### src/rtl/sobel_window_buffer_if.sv
// Handshake bundle between the memory read port, the window buffer and the Sobel kernel.
// Input side carries single beats; output side carries a flattened ROWS-beat window plus its address.
// The slave modport is the window buffer's view; the master modport is the surrounding logic's view.
interface sobel_window_buffer_if #(
    parameter int DATA_W = 64,
    parameter int ROWS   = 4,
    parameter int ADDR_W = 24
);
    logic [DATA_W-1:0]      in_data;
    logic                   in_valid;
    logic                   in_ready;
    logic [ROWS*DATA_W-1:0] win_data;
    logic                   win_valid;
    logic                   win_ready;
    logic [ADDR_W-1:0]      win_addr;

    // Beat producer and window consumer side
    modport master (
        output in_data,
        output in_valid,
        input  in_ready,
        input  win_data,
        input  win_valid,
        output win_ready,
        input  win_addr
    );

    // Window buffer side
    modport slave (
        input  in_data,
        input  in_valid,
        output in_ready,
        output win_data,
        output win_valid,
        input  win_ready,
        output win_addr
    );
endinterface

### src/rtl/sobel_window_buffer.sv
// Collects ROWS consecutive beats into a shift chain and presents them as one addressed window.
// Latency: window valid 1 clock after the completing beat; frame_done 1 clock after the last window is consumed.
// Backpressure: in_ready drops while a window is held, so beats wait upstream until win_ready consumes it.
module sobel_window_buffer #(
    parameter int DATA_W     = 64,
    parameter int ROWS       = 4,
    parameter int START_ADDR = 0,
    parameter int END_ADDR   = 2097151,
    parameter int ADDR_W     = 24
) (
    input  logic                  clk,
    input  logic                  reset,
    input  logic                  start,
    input  logic                  slide_mode,
    sobel_window_buffer_if.slave  bus,
    output logic                  busy,
    output logic                  frame_done
);

    localparam int                CNT_W   = (ROWS > 1) ? $clog2(ROWS) : 1;
    localparam logic [CNT_W-1:0]  LAST    = CNT_W'(ROWS - 1);
    localparam logic [ADDR_W-1:0] START_A = ADDR_W'(START_ADDR);
    localparam logic [ADDR_W-1:0] END_A   = ADDR_W'(END_ADDR);

    typedef enum logic [1:0] {
        IDLE = 2'd0,
        FILL = 2'd1,
        HOLD = 2'd2
    } stateType;

    stateType state;
    stateType stateNext;

    // Older beats; index 1 is the most recently stored, ROWS-1 the oldest.
    logic [ROWS-1:1][DATA_W-1:0] shiftReg;
    logic [CNT_W-1:0]            fillCnt;
    logic [ROWS*DATA_W-1:0]      winData;
    logic [ADDR_W-1:0]           winAddr;
    logic                        slideLatched;
    logic                        frameDone;

    logic beatAccept;
    logic beatComplete;
    logic winConsume;
    logic lastWindow;

    assign lastWindow = (winAddr == END_A);

    // Next-state and handshake decode
    always_comb begin
        stateNext    = state;
        beatAccept   = 1'b0;
        beatComplete = 1'b0;
        winConsume   = 1'b0;
        case (state)
            IDLE: begin
                if (start) begin
                    stateNext = FILL;
                end
            end
            FILL: begin
                if (bus.in_valid) begin
                    beatAccept = 1'b1;
                    if (fillCnt == LAST) begin
                        beatComplete = 1'b1;
                        stateNext    = HOLD;
                    end
                end
            end
            HOLD: begin
                if (bus.win_ready) begin
                    winConsume = 1'b1;
                    stateNext  = lastWindow ? IDLE : FILL;
                end
            end
            default: begin
                stateNext = IDLE;
            end
        endcase
    end

    // State register
    always_ff @(posedge clk) begin
        if (!reset) begin
            state <= IDLE;
        end else begin
            state <= stateNext;
        end
    end

    // Shift chain: every accepted beat shifts, including the completing one, so sliding windows line up.
    always_ff @(posedge clk) begin
        if (!reset) begin
            shiftReg <= '0;
        end else if (beatAccept) begin
            for (int k = ROWS - 1; k >= 2; k--) begin
                shiftReg[k] <= shiftReg[k-1];
            end
            shiftReg[1] <= bus.in_data;
        end
    end

    // Window capture: newest beat lands in slice 0, the chain fills slices 1..ROWS-1.
    always_ff @(posedge clk) begin
        if (!reset) begin
            winData <= '0;
        end else if (beatComplete) begin
            winData <= {shiftReg, bus.in_data};
        end
    end

    // Fill counter: counts beats toward a full window; sliding mode keeps it saturated after the first window.
    always_ff @(posedge clk) begin
        if (!reset) begin
            fillCnt <= '0;
        end else if (state == IDLE && start) begin
            fillCnt <= '0;
        end else if (beatAccept && !beatComplete) begin
            fillCnt <= fillCnt + CNT_W'(1);
        end else if (winConsume && !lastWindow && !slideLatched) begin
            fillCnt <= '0;
        end
    end

    // Window address: loaded at frame start, stepped on each consumed window, wrapped after the last.
    always_ff @(posedge clk) begin
        if (!reset) begin
            winAddr <= '0;
        end else if (state == IDLE && start) begin
            winAddr <= START_A;
        end else if (winConsume) begin
            winAddr <= lastWindow ? START_A : winAddr + ADDR_W'(1);
        end
    end

    // Mode latch: slide_mode only matters at the moment a frame starts.
    always_ff @(posedge clk) begin
        if (!reset) begin
            slideLatched <= 1'b0;
        end else if (state == IDLE && start) begin
            slideLatched <= slide_mode;
        end
    end

    // Frame-done pulse lands in the IDLE cycle after the last window, so it never overlaps win_valid.
    always_ff @(posedge clk) begin
        if (!reset) begin
            frameDone <= 1'b0;
        end else begin
            frameDone <= winConsume && lastWindow;
        end
    end

    assign bus.in_ready  = (state == FILL);
    assign bus.win_valid = (state == HOLD);
    assign bus.win_data  = winData;
    assign bus.win_addr  = winAddr;
    assign busy          = (state != IDLE);
    assign frame_done    = frameDone;

endmodule

### src/flat_wrapper.sv
// flat-port wrapper written by rule: the top's interface ports become plain ports
module sobel_window_buffer_flat 
#(
    parameter int DATA_W     = 64,
    parameter int ROWS       = 4,
    parameter int START_ADDR = 0,
    parameter int END_ADDR   = 2097151,
    parameter int ADDR_W     = 24
)
  (clk, reset, start, slide_mode, busy, frame_done, bus_in_data, bus_in_valid, bus_in_ready, bus_win_data, bus_win_valid, bus_win_ready, bus_win_addr);
  sobel_window_buffer_if #(.DATA_W(DATA_W), .ROWS(ROWS), .ADDR_W(ADDR_W)) bus_i ();
  input  logic clk;
  input  logic reset;
  input  logic start;
  input  logic slide_mode;
  output logic busy;
  output logic frame_done;
  input wire logic [$bits(bus_i.in_data)-1:0] bus_in_data;
  input wire logic [$bits(bus_i.in_valid)-1:0] bus_in_valid;
  output wire logic [$bits(bus_i.in_ready)-1:0] bus_in_ready;
  output wire logic [$bits(bus_i.win_data)-1:0] bus_win_data;
  output wire logic [$bits(bus_i.win_valid)-1:0] bus_win_valid;
  input wire logic [$bits(bus_i.win_ready)-1:0] bus_win_ready;
  output wire logic [$bits(bus_i.win_addr)-1:0] bus_win_addr;
  assign bus_i.in_data = bus_in_data;
  assign bus_i.in_valid = bus_in_valid;
  assign bus_in_ready = bus_i.in_ready;
  assign bus_win_data = bus_i.win_data;
  assign bus_win_valid = bus_i.win_valid;
  assign bus_i.win_ready = bus_win_ready;
  assign bus_win_addr = bus_i.win_addr;
  sobel_window_buffer #(.DATA_W(DATA_W), .ROWS(ROWS), .START_ADDR(START_ADDR), .END_ADDR(END_ADDR), .ADDR_W(ADDR_W)) u_core (.clk(clk), .reset(reset), .start(start), .slide_mode(slide_mode), .bus(bus_i), .busy(busy), .frame_done(frame_done));
endmodule
### config.mk
export PLATFORM = sky130hd
export DESIGN_NAME = sobel_window_buffer_flat
export DESIGN_NICKNAME = d
export VERILOG_FILES = /design/src/rtl/sobel_window_buffer_if.sv /design/src/rtl/sobel_window_buffer.sv /design/src/flat_wrapper.sv
export SDC_FILE = /design/constraint.sdc
export NUM_CORES = 1
export LEC_CHECK = 0
export CORE_MARGIN = 2
export CORE_UTILIZATION = 46
export DETAILED_ROUTE_END_ITERATION = 10
export PLACE_DENSITY = 0.85
export SYNTH_ARGS = -nofsm -noshare
export SYNTH_HDL_FRONTEND = slang
export SYNTH_SLANG_ARGS = --single-unit
### constraint.sdc
create_clock -name clk -period 1.99 [get_ports clk]
set_input_delay 0.398 -clock clk [delete_from_list [all_inputs] [get_ports clk]]
set_output_delay 0.398 -clock clk [all_outputs]
set_load 0.05 [all_outputs]
; ---- After elaboration in Yosys (flattened, before gate mapping)
; Index checks and enable logic that the tools add are counted.
[totals]
ff_bits = 478
wordCells = 49
inputBits = 70
output_inout_bits = 284
[classes]
eq_ne = 8
bitwise = 1
n_reduce_logical = 13
add_sub_neg = 2
muxes = 16
[ops]
columns = operator, count
row1 = $add A24 B1 Y24 const B, 1
row2 = $eq A24 B21 Y1 const B, 1
row3 = $mux W24, 1
row4 = $mux W2, 6
row5 = $mux W1, 8
row6 = $pmux W2 S3, 1
row7 = $logic_and A1 B1 Y1, 5
row8 = $eq A2 B2 Y1 const B, 2
row9 = $ne A2 B1 Y1 const B, 2
row10 = $ne A2 B2 Y1 const B, 2
row11 = $reduce_and A4 Y1, 1
row12 = $reduce_bool A2 Y1, 2
row13 = $logic_not A1 Y1, 3
row14 = $add A2 B1 Y2 const B, 1
row15 = $eq A2 B1 Y1 const B, 1
row16 = $logic_not A2 Y1, 1
row17 = $reduce_or A2 Y1, 1
row18 = $not A1 Y1, 1

; ---- Longest topological paths before layout
[logic_depth]
ltp_word = 7
depth_mapped = 9
depth_no_buf = 5

; ---- Worst setup path after synthesis
; No wires, ideal clock.
[synth_timing]
path_type = flip-flop to flip-flop
startpoint = register u_core.winAddr[0] (netlist: u_core.bus.win_addr[0])
endpoint = register u_core.winAddr[18] (netlist: u_core.bus.win_addr[18])
synth_period_minus_slack_ps = 2287
path_buffers = 1
setup_slack_ps = -297
t_arrival_ps = 2217
setup_time_ps = 70
path_stages_with_launch = 7
t_required_ps = 1920
cell_sequence = dfxtp_1 ha_1 nand3_1 or4_1 buf_2 or4_1 a21oi_1
[synth_between]
elab_chain_len = 2
elab_cells_between_ends = 3
classes_between = add/sub (1) / eq/ne (1) / mux (1)
[synth_rtl]
columns = element, line_no
row1 = from (decl), sobel_window_buffer.sv:38  ; logic [ADDR_W-1:0] winAddr;
row2 = from (signal assigned), sobel_window_buffer.sv:132  ; winAddr <= lastWindow ? START_A : winAddr + ADDR_W'(1);
row3 = $add A24 B1 Y24 / $eq A24 B21 Y1 (equally long branches), "sobel_window_buffer.sv:132, sobel_window_buffer.sv:47"
row4 = $mux W24 *, sobel_window_buffer.sv:132
; Mark *: on every way between the ends. The rest lies on a longest branch, timed or not.
; A chain may end at the register's enable or synchronous reset.

; ---- Final worst setup path
[layout_timing]
startpoint = register u_core.winAddr[20] (netlist: u_core.bus.win_addr[20])
endpoint = output bus_win_addr[20]
[layout_lines]
columns = element, line_no
row1 = to (decl), flat_wrapper.sv:24  ; output wire logic [$bits(bus_i.win_addr)-1:0] bus_win_addr;
; No word-level cell between the ends.

==> run_results.csv <==
group,metric,value,unit
outcome,status,"finished with violations",
outcome,violations,"DRC",
clocking,clk_pin_slew,0.06,ns
sta,fin_crit_sh,97.8,%
synthesis,synth_top_area_share,57.4,%
global_route,top_usage_layer,"met2",
placement,portBuffers,353,
synthesis,syn-num-nets,2187,
synthesis,muxShareOfSynthArea,0.0600,%
critical_path,crit_chain,"dlygate4sd2_1",
floorplan,dieArea,37800,sq um
routing,vias,15500,
clocking,postCtsHoldBufs,0,
pwr,p_per_area,865,nW/um^2
routing,firstDrtPassIters,11,
global_route,met3_usage,5.40,%
sta,setup_violations,0,
layout,drive_gt1_share,9.76,%
synthesis,syn_inst,2115,
pwr,vdd_drop_max,0.680,mV
layout,nFillCells,2958,
placement,hpwl,31.9,mm
sta,fmax,0.514,GHz
sta,period_needed,1.95,ns
global_route,grt_pass1_wl,75.8,mm
floorplan,die_w,194,um
global_route,grt_usage,24.1,%
global_route,grt_remaining_overflow,0,
global_route,met2_usage,40.9,%
routing,postRouteAntennaNets,0,
sta,whs,0.421,ns
critical_path,cp_max_fo,6,
global_route,grt_max_degree,61,
clocking,cts_tree,"done",
layout,insertedDiodeCount,0,
synthesis,ys_types,41,
synthesis,ys_warn_count,0,
pwr,leakage,8.85,nW
synthesis,synthTopCellsByArea,"dfxtp_1 (57%), nand2_1 (20%), a21oi_1 (14%)",
job,maxCapViolations,0,
placement,place_congestion,0.885,
sta,final_max_slew_viol_count,0,
synthesis,synth_area,16700,sq um
routing,first_iter_violations,875,
clocking,cts.sinks,478,
routing,vias_per_cell,5.26,
layout,final_common_cell,"nand2_1",
floorplan,die_y,194,um
critical_path,path_class,"reg2out",
synthesis,yosys.area_share.simple,23.3,%
global_route,gr-usage-met1,29.9,%
clocking,cts_inserted_buffers,47,
synthesis,yosysTopAreaCell,"dfxtp_1",
clocking,htreeDepth,2,
sta,worst_pin_slew,0.585,ns
clocking,cts_buffer_depth,3,
layout,utilization,63.1,%
synthesis,synthXorXnorAreaFrac,0.630,%
placement,pre_cts_ws,-0.343,ns
sta,fin_skew,0.0138,ns
synthesis,async_reset_ff_share,0,%
sta,slew_headroom,61.1,%
critical_path,cp_slowest_cell,"dlygate4sd2_1",
global_route,grt_antenna_before_repair,0,
layout,area_growth,34.8,%
synthesis,synth-main-ff-cell,"dfxtp_1",
synthesis,synth_compound_area_share,14.6,%
floorplan,io_pins,354,
global_route,grt_pass1_vias,14900,
critical_path,crit_family,"buffers and inverters",
min_path,hold_class,"in2reg",
critical_path,crit_arrival,1.55,ns
synthesis,avgSynthCellArea,7.89,sq um
routing,drt_wl_total,47.1,mm
sta,hold_violations,0,
critical_path,start_kind,"register",
sta,final.setup.tns,0,ns
synthesis,synth_edf_count,0,
routing,detail_route.wl_per_cell,16.0,um
layout,mostFrequentLayoutCells,"nand2_1 (907), dfxtp_1 (468), a21oi_1 (461)",
floorplan,rows,69,
critical_path,endpoint_kind,"output port",
sta,rsz0062_at_grt,"false",
critical_path,critical_path_buf_inv_count,1,
routing,drc_errors,20,
critical_path,critPathRequiredTime,1.59,ns
critical_path,cpPeakStageDelay,0.56,ns
floorplan,core,35700,sq um
synthesis,synth-seq-cells,478,
clocking,clockRootBuffer,"clkbuf_16",
sta,worst_slack,0.0433,ns
clocking,clk_latency,0.55,ns
layout,nets,2532,
floorplan,start_util,46.8,%
synthesis,seq_area_frac_synth,57.4,%
synthesis,synth_top_family_by_area,"simple AND/OR/NAND/NOR gates",
synthesis,synth_adder_area_share,0.150,%
state kept, by name, summed over array words and instances, names as in the netlist:
name	flops
u_core.bus.win_addr	24
u_core.bus.win_data	256
u_core.fillCnt	2
u_core.frame_done	1
u_core.shiftReg	192
u_core.slideLatched	1
u_core.state	2
worst paths after layout:
check                                              start                        to  slack [ns]  cells past startpoint
worst max register to register    u_core.bus.win_addr[1]   u_core.bus.win_addr[18]        0.11                      6
worst min register to register  u_core.bus.win_data[204]  u_core.bus.win_data[204]        0.45                      2
worst max-delay path             u_core.bus.win_addr[20]          bus_win_addr[20]        0.04                      1
worst min-delay path                     bus_in_data[35]       u_core.shiftReg[35]        0.42                      3
power by group:
part	internal, mW	leakage (nW)	switching (mW)
Sequential	9.64	3.86	0.0575
Clock	5.44	0.756	3.60
Combinational	0.282	4.23	0.422
Total	15.4	8.85	4.08
Yosys cell counts, drive strengths merged (2+ instances only):
library cell  number
nor4               2
a21oi            461
nor2              17
dfxtp            478
nand3              9
o31ai              7
buf               40
and3b              2
nand2            908
ha                 2
nor3               5
and2               2
nand3b             4
nor2b              2
o21a               2
clkbuf           117
inv                2
and4               5
or4                9
or3                4
xor2               5
nand2b             2
nand4              7
nor4b              2
xnor2              7
o21ai              5
area by class of cell:
type | instances | area, sq um | area share (%)
timing repair buffer | 453 | 4260 | 19.0
sequential | 478 | 9590 | 42.6
clock inverter | 11 | 211 | 0.941
tap | 461 | 577 | 2.57
multi-input combinational | 1478 | 6490 | 28.9
clock buffer | 67 | 1340 | 5.98
inverter | 2 | 15.0 | 0.0668
stage by stage:
| step | cells | cell area, sq um | total power [mW] |
|---|---|---|---|
| after floorplan | 2115 | 16700 | 10.2 |
| after global placement | 2872 | 21200 | 10.6 |
| after detailed placement | 2872 | 21200 | 10.6 |
| after CTS | 2950 | 22500 | 19.5 |
| after global routing | 2950 | 22500 | 20.0 |
| final | 2950 | 22500 | 19.4 |
per-layer routing:
layer / vias up / share of wire (%)
li1: 7545 / -
met1: 7332 / 41
met3: 110 / 7.5
met2: 529 / 48
met5: - / 0
met4: 0 / 3.4
cell families after synthesis:
group / after synthesis
adders and majority gates: 2
buffers and inverters: 159
DFF: 478
AOI/OAI and AO/OA: 480
and+or+nand+nor: 983
xor gates and xnor gates: 12
muxes: 1
timing repair:
action | CTS | global route
hold endpoints to repair | 0 | 0
endpoints found under the setup margin | 226 | 1
setup buffers | 0 | 0
resized for setup | 226 | 1
Power figures use the tool's default switching activity.
==> RTL change 1, RTL diff (config.mk and constraints unchanged) <==
Re-encode `stateType` (3 states) as one-hot, 3 bits wide.
--- a/src/rtl/sobel_window_buffer.sv
+++ b/src/rtl/sobel_window_buffer.sv
@@ -24,6 +24,6 @@
 
-    typedef enum logic [1:0] {
-        IDLE = 2'd0,
-        FILL = 2'd1,
-        HOLD = 2'd2
+    typedef enum logic [2:0] {
+        IDLE = 3'b001,
+        FILL = 3'b010,
+        HOLD = 3'b100
     } stateType;
Function: no difference found for any inputs over 4 cycles, from zero or initial values and one cycle with reset low; so few cycles prove little.
==> RTL change 1 against the unedited design <==
- final area grew 1.3%
- non-clock buffer count rose by 9
- sequential cell count up 1
- die area grew 1.4%
- setup slack worse by 21 ps
- core utilization is 0.52 points lower
- synthesized cell count up 0.76%
- critical path type unchanged
- routed wire length down 0.27%
- register-to-register slack gained 30 ps
- synthesized area rose by 1.4%
- maximum frequency down 1.1%
- hold slack worse by 17 ps
- power increased by 0.77%
==> RTL change 1: results (changes against the unedited design) <==
[worst_setup_path]
ff2ff_setup_slack_ps=140  ; +30 ps
cp.arrival_ps=1570  ; +20 ps
r2r-start=u_core.bus.win_addr[6]
reg2regPathDepth=4  ; -2
cpLargestDelayFamily=flip-flops
r2r_end=u_core.bus.win_addr[23]
slowest_stage=dfxtp_4
slowest_delay_ps=410  ; -150 ps
critPathLaunch=u_core.state[0]

[place]
dpl.cell_count=2896  ; +0.84%
portBuffers=353  ; unchanged
dp_slack_ps=-97.4  ; +245 ps
dpl-instance-area_um2=21400  ; +1.1%
finalWeightedCongestion=0.872  ; -1.5%
dpl.hpwl_um=32500  ; +1.9%

[global_routing]
grt_pass1_vias=15100  ; +1.3%
grt_util_met1=0.292  ; -0.00619
grt_use_met3=0.0569  ; +0.00294
grt_max_degree=72  ; +18%
grt_util_all_layers=0.238  ; -0.00301
use_met2=0.406  ; -0.00345
grt_pass1_wl_um=75900  ; +0.15%

[power]
power.leakage_nw=8.87  ; +0.21%
irDropWorstVdd_uv=711  ; +4.5%
intPower_mw=15.2  ; -0.76%

[yosys]
yosysSeqAreaShare=0.567  ; -0.00688
synth_commonest_cells=908 x nand2_1, 479 x dfxtp_1, 463 x a21oi_1
synth_area_leaders=dfxtp_1 57%, nand2_1 20%, a21oi_1 14%
synthDistinctLibCells=42  ; +2.4%
synth_area_per_cell_um2=7.94  ; +0.66%
synth_fp_nets=2203  ; +0.73%

[clock_tree]
cts_resized=231  ; +2.2%
cts_buffers=48  ; +2.1%
clk_latency_ps=570  ; +20 ps
cts_setup_buffers=1  ; +1

[outcome]
status=finished clean

[route]
wl_met1_um=19300  ; -0.22%
dr_wl_met3_um=3510  ; -0.37%
met2WireLength_um=22700  ; about the same
highest_layer=met4
dr.pass1.iters=5  ; -6
drt_iter0_drc=962  ; +9.9%

[layout]
drive_above_1_share=0.104  ; +0.00607
fin_cells=2985  ; +1.2%

[sta]
tightest_slew_ps=575  ; -9.76 ps
whs_ps=404  ; -17.0 ps
skew_ps=15.1  ; +1.28 ps
drv_slew=0  ; unchanged

[min_path]
holdCritStartpoint=bus_in_data[21]
hold_end=u_core.shiftReg[21]

==> RTL change 1: cell count changes after synthesis, moves of 3 or more <==
cell / change
or4_1: -3
xor2_1: +3
nand3_1: +4
nand3b_1: -3
nor3b_1: +3
and3_1: +3
buf_2: +16
o21ai_0: +3
buf_1: -10
buf_4: +17
clkbuf_1: -23
nand4_1: +3
==> RTL change 1: cells by family (layout without fill, tap and decap cells) <==
family | Yosys count | in the layout | synth area share
compound gates | 486 | 486 | 0.147
xor+xnor | 13 | 13 | 0.00673
fa+ha+maj | 2 | 2 | 0.00148
buf+inv | 163 | 549 | 0.0442
flops | 479 | 479 | 0.567
mux | 1 | 1 | 0.000592
simple gates | 987 | 987 | 0.233
==> RTL change 1: cell type report <==
| class | instances | area (µm²) |
|---|---|---|
| flip-flops and latches | 479 | 9600 |
| well taps | 468 | 586 |
| clock inverters | 17 | 190 |
| clock buffers | 66 | 1360 |
| fillers | 3005 | 13700 |
| repair buffers | 462 | 4390 |
| multi-input cells | 1489 | 6640 |
| inverters | 4 | 22.5 |
==> RTL change 1: worst max-delay path by stage <==
stage / endpoint / slack [ps] / cells past startpoint
after floorplan: u_core.bus.win_addr[21] / 3 / 6
after global placement: u_core.bus.win_addr[14] / -110 / 6
after detailed placement: u_core.bus.win_addr[14] / -100 / 6
after CTS: bus_win_valid / -250 / 2
after global routing: busy / -50 / 3
final: busy / 20 / 3
==> RTL change 1: tightest hold or removal path, cell delays in order <==
cell and delay (ps):
clkdlybuf4s50_1 410, nand2_1 60, a21oi_1 50
==> RTL change 1: power by group through the flow <==
stage	sequential [mW]	clock, mW	combinational, mW
2_1_floorplan	9.89	0	0.491
3_3_place_gp	9.93	0	0.881
3_5_place_dp	9.93	0	0.897
4_1_cts	9.73	9.01	0.919
5_1_grt	9.74	9.41	1.04
6_report	9.73	8.89	0.975
==> RTL change 2, RTL diff (same flow settings) <==
Made on the original files. `DATA_W` is set to 64 in 3 places; all go to 96.
--- a/src/rtl/sobel_window_buffer_if.sv
+++ b/src/rtl/sobel_window_buffer_if.sv
@@ -4,3 +4,3 @@
 interface sobel_window_buffer_if #(
-    parameter int DATA_W = 64,
+    parameter int DATA_W = 96,
     parameter int ROWS   = 4,
--- a/src/rtl/sobel_window_buffer.sv
+++ b/src/rtl/sobel_window_buffer.sv
@@ -4,3 +4,3 @@
 module sobel_window_buffer #(
-    parameter int DATA_W     = 64,
+    parameter int DATA_W     = 96,
     parameter int ROWS       = 4,
--- a/src/flat_wrapper.sv
+++ b/src/flat_wrapper.sv
@@ -3,3 +3,3 @@
 #(
-    parameter int DATA_W     = 64,
+    parameter int DATA_W     = 96,
     parameter int ROWS       = 4,
Interface: changed (resized bus_in_data and bus_win_data); port bits go from 354 to 514. No check against the original RTL was run, so the function may have changed too.
==> RTL change 2 against the unedited design <==
- sequential share of layout area is 0.23 points higher
- power is 48% higher
- count of clock-buffer cells in the layout is 42 higher
- clock power is 49% higher
- final cell count is 47% higher
- final area is 46% higher
- sequential power is 47% higher
- setup slack better by 14 ps
- sequential cell count is 224 higher
- routed wire length is 50% higher
- synthesized area is 45% higher
- highest routed layer unchanged
==> RTL change 2: results (changes against the unedited design) <==
[outcome]
status=finished clean

[clock_tree]
cts_root_buffer=clkbuf_16
cts_buffers=71  ; +51%
htree_levels=3  ; +1
clk_latency_ps=600  ; +50 ps
cts_resized=303  ; +34%

[min_path]
holdPathStages=3  ; unchanged
holdCritStartpoint=bus_in_data[62]
hold_path_class=primary input to register
hold_end=u_core.bus.win_data[62]

[power]
irDropWorstVdd_uv=821  ; +21%

[layout]
drive_above_1_share=0.111  ; +0.0136
fin_nets=3689  ; +46%
largest_reg_flops=384  ; +50%

[route]
post_drt_wl_per_cell_um=16.3  ; +2.2%
vias_per_cell=5.21  ; -0.91%
drt_iter0_drc=1756  ; +100%

[worst_setup_path]
r2r_end=u_core.bus.win_addr[20]
cp.arrival_ps=1530  ; -20 ps
crit_end=busy
worst-path-max-fanout=9  ; +3
ff2ff_setup_slack_ps=60  ; -50 ps
critPathLaunch=u_core.state[0]
slowest_stage=dfxtp_1
reg2regPathDepth=4  ; -2
slowest_delay_ps=320  ; -240 ps
r2r-start=u_core.bus.win_addr[5]

[global_routing]
grt_util_all_layers=0.247  ; +0.00637
grt_pass1_wl_um=109000  ; +44%
grt_pass1_vias=20900  ; +40%

[yosys]
synthDistinctLibCells=43  ; +4.9%
synth_fp_nets=3189  ; +46%
yosysSeqAreaShare=0.579  ; +0.00551
synth_area_leaders=dfxtp_1 58%, nand2_1 21%, a21oi_1 14%
synth_commonest_cells=1354 x nand2_1, 702 x dfxtp_1, 683 x a21oi_1

[sta]
skew_ps=17.6  ; +3.77 ps
period_needed_ps=1930  ; -14.2 ps
slew_headroom=0.635  ; +0.0232

[place]
dpl.hpwl_um=47900  ; +50%
finalWeightedCongestion=0.911  ; +3.0%
portBuffers=513  ; +45%
dp_slack_ps=-359  ; -16.0 ps
dpl-instance-area_um2=30800  ; +45%

==> RTL change 2: layout make-up <==
cell class                      count  area [µm²]
Sequential cell                   702       14100
Timing Repair Buffer              659        6180
Clock inverter                     19         226
Multi-Input combinational cell   2148        9300
Tap cell                          688         861
Fill cell                        4210       19500
Inverter                            3        18.8
Clock buffer                      109        2170
==> RTL change 2: cell families (layout without fill, tap and decap cells) <==
kind of cell / count (synthesis) / count (layout) / share of synthesized area
AOI/OAI and AO/OA: 704 / 704 / 0.147
and+or+nand+nor: 1429 / 1429 / 0.229
xor gates and xnor gates: 12 / 12 / 0.00433
adders and majority gates: 2 / 2 / 0.00103
buffers and inverters: 235 / 790 / 0.0387
muxes: 1 / 1 / 0.000413
DFF: 702 / 702 / 0.579
==> RTL change 2: metal layers <==
| metal | vias to the layer above | wire (µm) | share of wire | GRT usage |
|---|---|---|---|---|
| met5 | - | 0 | 0 | 0 |
| met4 | 0 | 2470 | 0.035 | 0.104 |
| met3 | 157 | 5080 | 0.072 | 0.0546 |
| met2 | 821 | 34400 | 0.49 | 0.412 |
| met1 | 10600 | 28800 | 0.41 | 0.309 |
| li1 | 11000 | - | - | - |
==> RTL change 2: metrics by stage <==
step | TNS [ps] | util | power (mW) | hold WS (ps) | instances
after floorplan | -12.1 | - | 15.0 | 428 | 3085
after global placement | -23650 | 0.588 | 15.6 | 436 | 4201
after detailed placement | -24650 | 0.588 | 15.6 | 443 | 4201
after CTS | 0 | 0.627 | 29.0 | 340 | 4328
after global routing | 0 | 0.627 | 29.7 | 381 | 4328
final | 0 | 0.627 | 28.8 | 374 | 4328
==> RTL change 2: where the power goes <==
part,switching [mW],internal (mW)
registers,0.0920,14.2
logic,0.636,0.432
clock network,5.42,8.08
